==> src/rtl/sched_pkg.sv <==
// Shared constants, FSM state type and opcode classification for the dual-issue scheduler.
package sched_pkg;

   localparam int unsigned NREGS = 16;
   localparam int unsigned REG_W = 4;
   localparam int unsigned OP_W  = 4;

   localparam logic [OP_W-1:0] OP_LD  = 4'b1100;
   localparam logic [OP_W-1:0] OP_ST  = 4'b1101;
   localparam logic [OP_W-1:0] OP_BEQ = 4'b1110;
   localparam logic [OP_W-1:0] OP_JMP = 4'b1111;

   typedef enum logic {
      StRun,
      StL1Pend
   } sched_state_e;

   function automatic logic is_mem(input logic [OP_W-1:0] op);
      return (op == OP_LD) || (op == OP_ST);
   endfunction

   function automatic logic writes_rd(input logic [OP_W-1:0] op);
      return !((op == OP_ST) || (op == OP_BEQ) || (op == OP_JMP));
   endfunction

endpackage

==> src/rtl/scoreboard.sv <==
// Pending-write scoreboard: one busy bit per architectural register, set wins over clear.
module scoreboard
   import sched_pkg::*;
(
   input  logic             clk,
   input  logic             reset,
   input  logic             clr0_en,
   input  logic [REG_W-1:0] clr0_reg,
   input  logic             clr1_en,
   input  logic [REG_W-1:0] clr1_reg,
   input  logic             set0_en,
   input  logic [REG_W-1:0] set0_reg,
   input  logic             set1_en,
   input  logic [REG_W-1:0] set1_reg,
   output logic [NREGS-1:0] busy_vec
);

   logic [NREGS-1:0] busy_q, busy_d;
   logic [NREGS-1:0] clr_mask, set_mask;

   always_comb begin
      clr_mask = '0;
      set_mask = '0;
      if (clr0_en) clr_mask[clr0_reg] = 1'b1;
      if (clr1_en) clr_mask[clr1_reg] = 1'b1;
      if (set0_en) set_mask[set0_reg] = 1'b1;
      if (set1_en) set_mask[set1_reg] = 1'b1;
      // A new writer issued this cycle must stay tracked even if an older write retires.
      busy_d = (busy_q & ~clr_mask) | set_mask;
   end

   always_ff @(posedge clk) begin
      if (!reset) begin
         busy_q <= '0;
      end else begin
         busy_q <= busy_d;
      end
   end

   assign busy_vec = busy_q;

endmodule

==> src/rtl/dual_issue_scheduler.sv <==
// In-order dual-issue controller: hazard checks against the scoreboard, pair sequencing,
// decode stall and branch flush.
module dual_issue_scheduler
   import sched_pkg::*;
(
   input  logic             clk,
   input  logic             reset,
   input  logic             is_branch_taken,
   input  logic             ex_ready,
   input  logic             in0_valid,
   input  logic [OP_W-1:0]  in0_opcode,
   input  logic [REG_W-1:0] in0_rd,
   input  logic [REG_W-1:0] in0_rs1,
   input  logic [REG_W-1:0] in0_rs2,
   input  logic             in0_imm_flag,
   input  logic             in1_valid,
   input  logic [OP_W-1:0]  in1_opcode,
   input  logic [REG_W-1:0] in1_rd,
   input  logic [REG_W-1:0] in1_rs1,
   input  logic [REG_W-1:0] in1_rs2,
   input  logic             in1_imm_flag,
   input  logic             wb0_en,
   input  logic [REG_W-1:0] wb0_reg,
   input  logic             wb1_en,
   input  logic [REG_W-1:0] wb1_reg,
   output logic             issue0,
   output logic             issue1,
   output logic             stall,
   output logic [NREGS-1:0] busy_vec
);

   sched_state_e state_q, state_d;
   logic         haz0, haz1, pairconf, go;

   function automatic logic hazard(input logic [NREGS-1:0] busy, input logic [OP_W-1:0] op,
                                   input logic [REG_W-1:0] rd, input logic [REG_W-1:0] rs1,
                                   input logic [REG_W-1:0] rs2, input logic imm);
      return busy[rs1] | (!imm & busy[rs2]) | (writes_rd(op) & busy[rd]);
   endfunction

   always_comb begin
      haz0 = hazard(busy_vec, in0_opcode, in0_rd, in0_rs1, in0_rs2, in0_imm_flag);
      haz1 = hazard(busy_vec, in1_opcode, in1_rd, in1_rs1, in1_rs2, in1_imm_flag);
      pairconf = (writes_rd(in0_opcode) &
                  ((in1_rs1 == in0_rd) | (!in1_imm_flag & (in1_rs2 == in0_rd))))
               | (writes_rd(in0_opcode) & writes_rd(in1_opcode) & (in0_rd == in1_rd))
               | (is_mem(in0_opcode) & is_mem(in1_opcode));
      go      = ex_ready & !is_branch_taken & reset;
      issue0  = 1'b0;
      issue1  = 1'b0;
      stall   = 1'b0;
      state_d = state_q;
      unique case (state_q)
         StRun: begin
            issue0 = in0_valid & go & !haz0;
            issue1 = issue0 & in1_valid & !haz1 & !pairconf;
            stall  = (in0_valid & !issue0) | (in1_valid & !issue1);
            if (issue0 & in1_valid & !issue1) state_d = StL1Pend;
         end
         StL1Pend: begin
            issue1 = in1_valid & go & !haz1;
            stall  = !issue1;
            if (issue1) state_d = StRun;
         end
         default: state_d = StRun;
      endcase
      // A redirect discards the pair, so decode must not be held.
      if (is_branch_taken || !reset) begin
         stall   = 1'b0;
         state_d = StRun;
      end
   end

   always_ff @(posedge clk) begin
      if (!reset) begin
         state_q <= StRun;
      end else begin
         state_q <= state_d;
      end
   end

   scoreboard u_scoreboard (
      .clk      (clk),
      .reset    (reset),
      .clr0_en  (wb0_en),
      .clr0_reg (wb0_reg),
      .clr1_en  (wb1_en),
      .clr1_reg (wb1_reg),
      .set0_en  (issue0 & writes_rd(in0_opcode)),
      .set0_reg (in0_rd),
      .set1_en  (issue1 & writes_rd(in1_opcode)),
      .set1_reg (in1_rd),
      .busy_vec (busy_vec)
   );

endmodule

==> config.mk <==
export PLATFORM = sky130hd
export DESIGN_NAME = dual_issue_scheduler
export DESIGN_NICKNAME = d
export VERILOG_FILES = /design/src/rtl/sched_pkg.sv /design/src/rtl/scoreboard.sv /design/src/rtl/dual_issue_scheduler.sv
export SDC_FILE = /design/constraint.sdc
export NUM_CORES = 1
export LEC_CHECK = 0
export CAP_MARGIN = 0
export CORE_ASPECT_RATIO = 0.8
export CORE_MARGIN = 2
export CORE_UTILIZATION = 48
export CTS_CLUSTER_SIZE = 30
export DETAILED_ROUTE_END_ITERATION = 8
export GPL_TIMING_DRIVEN = 0
export PLACE_DENSITY = 0.84
export SLEW_MARGIN = 20
export SYNTH_ARGS = -nofsm -noshare
export SYNTH_HDL_FRONTEND = slang
export SYNTH_SLANG_ARGS = --single-unit
export TNS_END_PERCENT = 50
==> constraint.sdc <==
create_clock -name clk -period 3.89 [get_ports clk]
set_clock_uncertainty 0.15 [all_clocks]
set_input_delay 0.778 -clock clk [delete_from_list [all_inputs] [get_ports clk]]
set_output_delay 0.778 -clock clk [all_outputs]
set_load 0.005 [all_outputs]
==> reports/qor.csv <==
stage,metric,value,unit
timing,whs,0.473,ns
layout,nets,401,
synthesis,seq_area_frac_synth,14.9,%
critical_path,crit_family,buffers and inverters,
place,hpwlAfterDp,6110,um
timing,max_clock_freq,259,MHz
timing,setup_violations,0,
drt,dr.pass1.iters,5,
synthesis,ys_ff_latch,17,
floorplan,die_h,65.6,um
min_path,hold_start,state_q$_SDFF_PP0_,
layout,antenna_cells,0,
critical_path,path_cells,"clkdlybuf4s50_1, o211a_1, nor2b_1, clkbuf_8, a31oi_4, o211ai_4, nor3_4, buf_4, a32oi_4, buf_8, nor2_1, dlygate4sd2_1",
power_and_ir_drop,p_leak,0.00113,uW
critical_path,worst-r2r-setup-slack,1.23,ns
timing,setup_tns,0,ns
clocking,cts-root-buf,clkbuf_8,
drt,routed-via-count,2747,
min_path,hold_end,state_q$_SDFF_PP0_,
power_and_ir_drop,p_total,505,uW
critical_path,crit_arrival,2.93,ns
critical_path,worstSetupPathType,primary input to output port,
synthesis,synth-main-ff-cell,dfxtp_1,
synthesis,synth_edf_count,0,
synthesis,syn_area,0.00228,sq mm
critical_path,slowest_stage,clkdlybuf4s50_1,
floorplan,core-area,0.00457,sq mm
min_path,hold_depth,2,
global_routing,antenna_found_initial,0,
global_routing,grtUsageTotal,32.4,%
layout,multi_input_area,0.00190,sq mm
min_path,hold_class,register to register,
critical_path,r2r_start,u_scoreboard.busy_vec[6]$_SDFF_PN0_,
critical_path,setup.worst_path.start_class,primary input,
timing,slew_viol_final,0,
floorplan,dieWidth,81.0,um
clocking,worstSkewPairLatency,0.26,ns
layout,nFillCells,369,
layout,final_cell_mix,"50 x clkdlybuf4s50_1, 30 x nor2_1, 26 x nand2_1, 18 x nand3_1, 17 x dfxtp_1",
synthesis,syn_inst,275,
drt,detail_route.wl_per_cell,20.9,um
timing,fin_crit,3.86,ns
timing,maxSlewHeadroom,68.3,%
synthesis,synth_cell_types,53,
clocking,ctsHoldBuffers,0,
timing,worst_pin_slew,0.475,ns
clocking,clock_sinks,17,
global_routing,grt_overflow,0,
drt,ant_nets,0,
layout,mostFrequentLayoutCell,clkdlybuf4s50_1,
critical_path,path_max_fanout,9,
drt,avgViaCountPerCell,6.70,
synthesis,syn_nets,325,
layout,final_layout_size_suffix_gt1_share,19.4,%
place,io_buffers,62,
place,gp_congestion,0.950,
status,status,"finished, final reports clean",
critical_path,path_buf_inv,5,
drt,wl,8570,um
clocking,tritoncts,yes,
timing,fin_crit_sh,99.1,%
synthesis,synth-async-reset-ratio,0,%
timing,final-hold-violation-count,0,
critical_path,r2r_cells,10,
critical_path,max_stage_delay,0.49,ns
floorplan,dieArea,0.00532,sq mm
floorplan,start_util,49.9,%
critical_path,r2r_end,u_scoreboard.busy_vec[5]$_SDFF_PN0_,
global_routing,grt_pass1_vias,2561,
drt,drt-initial-drc-count,332,
synthesis,avgSynthCellArea,8.29,sq um
power_and_ir_drop,power_density,160,mW/mm^2
clocking,cts_max_level,1,
drt,drc,0,
layout,area_growth,38.9,%
global_routing,grt_max_degree,11,
clocking,numCtsBuffers,3,
critical_path,required,2.96,ns
floorplan,ios,69,
floorplan,rows,22,
synthesis,ys_warn_count,0,
clocking,clock_path_buffers,2,
clocking,path_clk_slew,0.07,ns
critical_path,end_kind,output port,
job,maxCapViolations,0,
power_and_ir_drop,irDropWorstVdd,0.262,mV
global_routing,grt_pass1_wl,13100,um
layout,seq_area,340,sq um
state kept, by name, indices dropped and copies added, names as in the netlist:
signal / cells
state_q: 1
u_scoreboard.busy_vec: 16
cells in the mapped netlist, drive strengths merged (8+ instances only):
| cell | instances | area share (%) |
|---|---|---|
| a41oi | 8 | 3.4 |
| nand3 | 19 | 4.2 |
| nor2 | 32 | 5.4 |
| xor2 | 9 | 3.5 |
| a31oi | 9 | 2.7 |
| mux4 | 16 | 16 |
| nand2 | 26 | 4.3 |
| o21ai | 19 | 5.7 |
| mux2i | 16 | 7.0 |
| dfxtp | 17 | 15 |
| clkbuf | 8 | 1.3 |
| nor2b | 9 | 2.5 |
| buf | 9 | 2.3 |
| o22ai | 11 | 3.0 |
logic make-up (layout without fill, tap and decap cells):
kind of cell	after synthesis	in the layout	synth area share, %
mux	36	36	25.3
compound gates	74	74	25.4
simple gates	116	116	25.6
flops	17	17	14.9
xor+xnor	12	12	4.61
buf+inv	20	95	4.12
worst register-to-register path, cell delays in order (launching register included):
cell and delay (ns):
dfxtp_1 0.44, mux4_2 0.52, a31o_1 0.26, a31oi_4 0.19
o211ai_4 0.12, nor3_4 0.23, buf_4 0.17, a32oi_4 0.06
buf_8 0.14, buf_4 0.18, o21ai_2 0.14
worst max path at each step:
stage / startpoint / to / slack [ns] / cells after the start
6_report: in0_opcode[3] / issue1 / 0.03 / 12
5_1_grt: in0_opcode[3] / stall / -0.01 / 11
4_1_cts: in0_opcode[2] / stall / 0.08 / 11
3_5_place_dp: in0_rs1[0] / issue1 / -1.01 / 10
2_1_floorplan: in0_rs2[0] / issue1 / 0.30 / 8
3_3_place_gp: in0_rs1[0] / issue1 / -0.93 / 10
through the flow:
stage               utilization [%]  worst slack, ns  cell area, sq um  instances
finish                         69.3           0.0336              3170        410
detailed placement             65.1            -1.01              2970        397
floorplan                         -            0.298              2280        275
global placement               65.1           -0.930              2970        397
global route                   69.3          -0.0148              3170        410
CTS                            68.6           0.0844              3140        408
routing by layer:
metal  routed length (um)  up-vias  GRT usage [%]
met5                    0        -              0
met1                 3420     1285           47.9
li1                     -     1232              -
met2                 3900      206           48.5
met3                 1090       24           5.63
met4                  157        0           8.47
power by group:
part | internal, uW | switching, uW | leakage (uW) | total [uW]
clock | 71.2 | 61.3 | 0.0000255 | 133
combinational | 92.8 | 102 | 0.000964 | 195
sequential | 175 | 2.61 | 0.000137 | 178
layout make-up:
type / instances / share of cell area (%)
repair buffers: 71 / 21.4
clock buffers: 3 / 1.30
clock inverters: 1 / 0.158
flip-flops and latches: 17 / 10.8
inverters: 3 / 0.356
well taps: 60 / 2.37
plain buffers: 17 / 3.64
multi-input cells: 238 / 60.0
repair_timing:
action / in CTS / in global routing
resized for setup: 38 / 5
setup endpoints to repair: 3 / 2
pin swaps: 7 / 4
setup buffers: 7 / 2
No activity file was read; power rests on OpenSTA's default activity.
